--- src/rtl/mem_wb_stage.sv ---
// -----------------------------------------------------------------------------
// mem_wb_stage
//   MEM/WB pipeline register plus RV32I writeback logic. Captures EX/MEM
//   control and ALU result, extracts and extends load data from the
//   synchronous-read data memory (word arrives the cycle the load sits in WB),
//   and produces the register-file write port and forwarding values.
//
// Ports:
//   clk, rst_n          clock, asynchronous active-low reset
//   stall, flush        hold stage / insert bubble (flush wins)
//   ex_mem_*            incoming instruction fields from EX/MEM
//   mem_read_data       raw data-memory word for the load currently in WB
//   wb_valid, wb_rd     WB instruction valid and destination register
//   wb_RegWrite         qualified register write enable
//   wb_write_data       final writeback value
//   wb_misaligned       misaligned load in WB (write suppressed, data 0)
//   retire_count        64-bit retired-instruction counter, present only when
//                       WB_RETIRE_CNT_EN is defined
// -----------------------------------------------------------------------------
module mem_wb_stage #(
    parameter int unsigned DATA_WIDTH     = 32,
    parameter int unsigned REG_ADDR_WIDTH = 5
) (
    input  logic                      clk,
    input  logic                      rst_n,
    input  logic                      stall,
    input  logic                      flush,
    input  logic                      ex_mem_valid,
    input  logic [DATA_WIDTH-1:0]     ex_mem_alu_result,
    input  logic [REG_ADDR_WIDTH-1:0] ex_mem_rd,
    input  logic [2:0]                ex_mem_funct3,
    input  logic                      ex_mem_RegWrite,
    input  logic                      ex_mem_MemToReg,
    input  logic [DATA_WIDTH-1:0]     mem_read_data,
    output logic                      wb_valid,
    output logic [REG_ADDR_WIDTH-1:0] wb_rd,
    output logic                      wb_RegWrite,
    output logic [DATA_WIDTH-1:0]     wb_write_data,
    output logic                      wb_misaligned
`ifdef WB_RETIRE_CNT_EN
    ,
    output logic [63:0]               retire_count
`endif
);

    localparam logic [2:0] F3_LB  = 3'b000;
    localparam logic [2:0] F3_LH  = 3'b001;
    localparam logic [2:0] F3_LW  = 3'b010;
    localparam logic [2:0] F3_LBU = 3'b100;
    localparam logic [2:0] F3_LHU = 3'b101;

    logic                      valid_q;
    logic [DATA_WIDTH-1:0]     alu_result_q;
    logic [REG_ADDR_WIDTH-1:0] rd_q;
    logic [2:0]                funct3_q;
    logic                      reg_write_q;
    logic                      mem_to_reg_q;
    logic [DATA_WIDTH-1:0]     hold_data;
    logic                      hold_valid;

    always_ff @(posedge clk or negedge rst_n) begin
        if (!rst_n) begin
            valid_q      <= 1'b0;
            alu_result_q <= '0;
            rd_q         <= '0;
            funct3_q     <= '0;
            reg_write_q  <= 1'b0;
            mem_to_reg_q <= 1'b0;
            hold_data    <= '0;
            hold_valid   <= 1'b0;
        end else begin
            if (flush) begin
                valid_q     <= 1'b0;
                reg_write_q <= 1'b0;
            end else if (!stall) begin
                valid_q      <= ex_mem_valid;
                alu_result_q <= ex_mem_alu_result;
                rd_q         <= ex_mem_rd;
                funct3_q     <= ex_mem_funct3;
                reg_write_q  <= ex_mem_RegWrite;
                mem_to_reg_q <= ex_mem_MemToReg;
            end

            // The memory only presents the load word for one cycle; a stalled
            // load latches it on the first stalled edge and keeps it.
            if (flush || !stall) begin
                hold_valid <= 1'b0;
            end else if (valid_q && mem_to_reg_q && !hold_valid) begin
                hold_data  <= mem_read_data;
                hold_valid <= 1'b1;
            end
        end
    end

`ifdef WB_RETIRE_CNT_EN
    always_ff @(posedge clk or negedge rst_n) begin
        if (!rst_n) begin
            retire_count <= '0;
        end else if (valid_q && !stall) begin
            retire_count <= retire_count + 64'd1;
        end
    end
`endif

    logic [DATA_WIDTH-1:0] raw_word;
    logic [DATA_WIDTH-1:0] byte_shift;
    logic [DATA_WIDTH-1:0] half_shift;
    logic [7:0]            byte_v;
    logic [15:0]           half_v;
    logic [1:0]            off;
    logic [DATA_WIDTH-1:0] load_data;
    logic                  misaligned;

    always_comb begin
        raw_word   = hold_valid ? hold_data : mem_read_data;
        off        = alu_result_q[1:0];
        byte_shift = raw_word >> {off, 3'b000};
        half_shift = raw_word >> {off[1], 4'b0000};
        byte_v     = byte_shift[7:0];
        half_v     = half_shift[15:0];

        case (funct3_q)
            F3_LB:   load_data = {{(DATA_WIDTH-8){byte_v[7]}}, byte_v};
            F3_LH:   load_data = {{(DATA_WIDTH-16){half_v[15]}}, half_v};
            F3_LBU:  load_data = {{(DATA_WIDTH-8){1'b0}}, byte_v};
            F3_LHU:  load_data = {{(DATA_WIDTH-16){1'b0}}, half_v};
            default: load_data = raw_word;
        endcase

        misaligned = valid_q && mem_to_reg_q &&
                     ((((funct3_q == F3_LH) || (funct3_q == F3_LHU)) && off[0]) ||
                      ((funct3_q == F3_LW) && (off != 2'b00)));

        wb_valid      = valid_q;
        wb_rd         = rd_q;
        wb_misaligned = misaligned;
        wb_RegWrite   = valid_q && reg_write_q && (rd_q != '0) && !misaligned;
        if (misaligned)
            wb_write_data = '0;
        else if (mem_to_reg_q)
            wb_write_data = load_data;
        else
            wb_write_data = alu_result_q;
    end

endmodule

--- config.mk ---
export PLATFORM = sky130hd
export DESIGN_NAME = mem_wb_stage
export DESIGN_NICKNAME = d
export VERILOG_FILES = /design/src/rtl/mem_wb_stage.sv
export SDC_FILE = /design/constraint.sdc
export NUM_CORES = 1
export LEC_CHECK = 0
export BUFFER_PORTS_ARGS = -buffer_cell sky130_fd_sc_hd__buf_2
export CORE_MARGIN = 2
export CORE_UTILIZATION = 47
export DETAILED_ROUTE_END_ITERATION = 6
export PLACE_DENSITY_LB_ADDON = 0.15
export SLEW_MARGIN = 40
export SYNTH_ARGS = -nofsm -noshare
export SYNTH_HDL_FRONTEND = slang
export SYNTH_SLANG_ARGS = --single-unit
--- constraint.sdc ---
create_clock -name clk -period 2.2 [get_ports clk]
set_input_delay 0.11 -clock clk [delete_from_list [all_inputs] [get_ports clk]]
set_output_delay 0.11 -clock clk [all_outputs]
set_load 0.01 [all_outputs]
# Yosys cells after proc, flatten, opt, wreduce, memory -nomap -nowiden
# Cells that the tools add are included.
[classes]
reduce_logical = 20
eq_ne = 5
shift = 2
n_bitwise = 3
n_mux = 10
[ops]
columns = ["cell", "n"]
rows = [
  ["$pmux 32 s4", 1],
  ["$mux 32", 3],
  ["$shr 32x5->16", 1],
  ["$shr 32x5->8", 1],
  ["$logic_and 1x1->1", 8],
  ["$eq 3x3->1 const B", 2],
  ["$mux 1", 6],
  ["$reduce_bool 5->1", 1],
  ["$reduce_and 2->1", 2],
  ["$reduce_bool 2->1", 2],
  ["$eq 3x1->1 const B", 1],
  ["$eq 3x2->1 const B", 1],
  ["$logic_not 1->1", 3],
  ["$logic_not 3->1", 1],
  ["$logic_or 1x1->1", 3],
  ["$not 1->1", 3],
  ["$ne 2x1->1 const B", 1],
]
[word_totals]
elab_cells = 48
reg_bits = 76
in_bits = 79
output_inout_bits = 40

# Logic depth before layout (Yosys ltp)
[depth]
depth_word = 7
depth_mapped = 6
depth_no_buf = 4

# Worst setup path before layout
# Ideal clock, no wire load.
[synth_timing]
path_type = "register to output"
start = "register hold_valid"
end = "output port wb_write_data[21]"
arrival_ns = 2.062
slack_ns = 0.028
path_stages_with_launch = 7
t_required_ns = 2.090
path_cell_list = "dfrtp_1 -> buf_6 -> mux2_2 -> mux4_2 -> a2111oi_4 -> buf_6 -> nor3_1"
[synth_between]
elab_chain_len = 5
word_cells_on_any_way = 6
classes_between = "shift (2); mux (4)"
[synth_rtl]
columns = ["item", "line_no", "rtl"]
rows = [
  ["from (decl)", "59", "logic hold_valid;"],
  ["from (signal assigned)", "70", "hold_valid <= 1'b0;"],
  ["from (signal assigned)", "87", "hold_valid <= 1'b0;"],
  ["from (signal assigned)", "90", "hold_valid <= 1'b1;"],
  ["$mux 32 *", "115", "raw_word = hold_valid ? hold_data : mem_read_data;"],
  ["$shr 32x5->16 / $shr 32x5->8 (equally long branches)", "118, 117", ""],
  ["$pmux 32 s4 *", "122", "case (funct3_q)"],
  ["$mux 32 *", "140", "else if (mem_to_reg_q)"],
  ["$mux 32 *", "138", "if (misaligned)"],
  ["to (decl)", "38", "output logic [DATA_WIDTH-1:0] wb_write_data,"],
]
# Mark *: on every way between the ends. The rest lies on a longest branch, timed or not.

# Worst setup path after layout
[layout_timing]
start = "register hold_valid"
end = "output port wb_write_data[29]"
# The elaborated chain is that of the path after synthesis.

==> flow_summary.yaml <==
outcome:
  status: "complete, but fails checks"
  violations: "setup timing"
worst_setup_path:
  crit_path_end_kind: "primary output"
  critPathKind: "reg -> out"
  path_max_fanout: 16
  start_kind: "register"
  cp_data_arrival_time_ns: 2.48
  r2r_slack_ns: 0.12
  worstSetupStartpoint: "hold_valid$_DFFE_PN0P_"
  reg2reg_to: "hold_data[19]$_DFFE_PN0P_"
  r2r-start: "hold_valid$_DFFE_PN0P_"
  cp.required_ns: 2.09
  worstRegToRegCells: 7
route:
  wl_per_cell_um: 18.2
  drc: 0
  firstDrtPassIters: 5
  vias: 3859
  postRouteAntennaNets: 0
  wl_um: 12600
  drtIter0Drc: 273
  drt-vias-per-instance: 5.59
finish:
  nNetsFinal: 656
  multi_input_area_um2: 2400
  fill_cells: 655
  fin_util: 0.713
  drive_gt1_frac: 0.483
  diodes: 0
  syn2layout_area_growth_pct: 49.3
  stdcell_count: 690
  regArea_um2: 1900
die:
  die-area_um2: 9540
  die_h_um: 97.7
  die_w_um: 97.7
  start_util: 0.478
  coreArea_um2: 8640
  io_pins: 119
  rows: 34
timing:
  finalSetupViolations: 32
  worst_slew_pin_slew_ns: 0.674
  period_share: 1.18
  worst_slack_ns: -0.392
  fmax_mhz: 386
  grt_setup_unrepaired: "true"
  fin_skew_ns: 0.00575
  fin_crit_ns: 2.59
  maxSlewViolCount: 0
  slew_headroom: 0.550
  hold_viol: 0
clocking:
  cts_root_buffer: "clkbuf_8"
  cts_tree: "yes"
  cts_max_path_buffers: 2
  clock_latency_ns: 0.35
  cts_made_buffers: 9
  clkTransAtPathRegs_ns: 0.08
  htree_num_levels: 3
  cts.sinks: 76
placement:
  pre_cts_ws_ns: -0.0507
  place_inst: 609
  place.gp.congestion: 0.889
  port_buffers: 118
  hpwl_um: 8410
synthesis:
  ys.warnings.count: 0
  yosysTopAreaCellShare: 0.461
  netlist_instances: 390
  ys_ff_latch: 76
  ys_top_cells_by_area: "dfrtp_1 46%, mux2_2 19%, mux2i_1 7.5%, nand2_1 5.5%, o21ai_0 2.9%"
  synth_cell_type_count: 30
  yosysTopAreaCell: "dfrtp_1"
  seq_area_frac_synth: 0.461
  syn_area_um2: 4130
  syn_nets: 469
  avgSynthCellArea_um2: 10.6
global_route:
  grt.total_usage: 0.255
  grt_max_degree: 48
  grt_remaining_overflow: 0
  grt_pass1_wl_um: 19200
  grt_pass1_vias: 3845
  antenna_found_initial: 0
power_and_ir_drop:
  peakVddDrop_uv: 385
  power_density_nw_per_um2: 729
  leakage_uw: 0.00271
min_path:
  min_from: "ex_mem_valid"
  holdPathEnd: "wb_valid$_DFFE_PN0N_"
  holdPathStages: 3
  hold_path_class: "in -> reg"
flow_run:
  drv_cap: 0
-- area by class of cell --
cell class	count	share of cell area
multi-input cells	278	0.390
inverters	9	0.00548
repair buffers	203	0.239
well taps	108	0.0219
flip-flops and latches	76	0.309
clock inverters	5	0.0138
clock buffers	11	0.0213
-- logic make-up after synthesis --
kind of cell | synth area share
and+or+nand+nor | 0.110
muxes | 0.272
DFF | 0.461
AOI/OAI and AO/OA | 0.121
buffers and inverters | 0.0364
-- critical path, stage by stage, from the launching register on --
cell	delay [ns]
dfrtp_2	0.48
mux2_4	0.33
mux4_2	0.53
a2111oi_4	0.37
buf_12	0.19
nor3_1	0.07
buf_2	0.15
-- metal layers --
layer	part of all wire	wire length [µm]	vias up	GRT usage
li1	-	-	1794	-
met1	0.44	5490	1883	0.352
met2	0.48	6010	165	0.399
met3	0.070	879	17	0.0597
met4	0.017	219	0	0.0823
met5	0	0	-	0
-- how the worst max path moves through the flow --
| stage | slack [ns] | cells past startpoint | to |
|---|---|---|---|
| 2_1_floorplan | 0.03 | 6 | wb_write_data[21] |
| 3_3_place_gp | -0.01 | 6 | wb_write_data[31] |
| 3_5_place_dp | -0.05 | 6 | wb_write_data[31] |
| 4_1_cts | -0.38 | 6 | wb_write_data[31] |
| 5_1_grt | -0.45 | 6 | wb_write_data[17] |
| 6_report | -0.39 | 6 | wb_write_data[29] |
-- cell usage in the layout (no fill, tap or decap), types with 7 or more instances in the layout --
cell / instances
buf_12: 7
mux2i_4: 10
o221ai_1: 7
nor3_1: 16
mux2i_1: 12
clkbuf_8: 9
a31oi_1: 7
a22o_1: 7
nand2_1: 60
nand3_1: 7
dlygate4sd3_1: 51
mux2_2: 64
dfrtp_1: 74
o21ai_0: 24
inv_1: 9
mux2i_2: 9
buf_4: 25
buf_2: 117
-- cells in the mapped netlist --
library cell	n
and2_1	1
a21o_1	1
o21ai_0	24
mux2_2	68
mux4_2	2
nand3_1	7
inv_1	9
o221ai_1	7
o22a_1	1
a2111oi_4	1
nand2_1	60
and3b_1	2
o21ai_1	1
or2_2	1
a22o_1	7
o32ai_1	8
o211ai_1	2
a21oi_1	12
mux2i_1	31
buf_6	2
a31oi_1	8
nand2b_1	3
nor2b_1	1
or4_1	1
dfrtp_1	76
nor3_1	19
nor2_1	7
clkbuf_1	25
nand4b_1	1
o22ai_1	2
-- stage by stage --
step	power [µW]	instance area [µm²]	hold slack [ns]	TNS [ns]
finish	4490	6160	0.0125	-9.27
global placement	3020	4950	0.0691	-0.0117
floorplan	2560	4130	-0.186	0
global route	4710	6160	0.00370	-11.19
detailed placement	3060	4950	0.0719	-0.700
CTS	4370	5800	0.000260	-9.07
-- report_power, final --
part / switching (µW) / leakage, µW / internal (µW) / total (µW)
Clock: 543 / 0.000104 / 646 / 1190
Sequential: 216 / 0.000924 / 1680 / 1890
Combinational: 689 / 0.00169 / 722 / 1410
Total: 1450 / 0.00271 / 3050 / 4490
-- repair_timing --
item / 4_1_cts / 5_1_grt
setup buffers: 2 / 12
endpoints found under the setup margin: 32 / 33
gates cloned: 0 / 1
hold buffers: 51 / 0
pin swaps: 1 / 10
hold endpoints to repair: 79 / 0
gates resized for setup: 25 / 43
-- registers in the layout, indices dropped and copies added (netlist names) --
signal,flops
alu_result_q,32
funct3_q,3
hold_data,32
hold_valid,1
mem_to_reg_q,1
reg_write_q,1
wb_rd,5
wb_valid,1
Note: power is estimated with default switching activity, not from simulation.
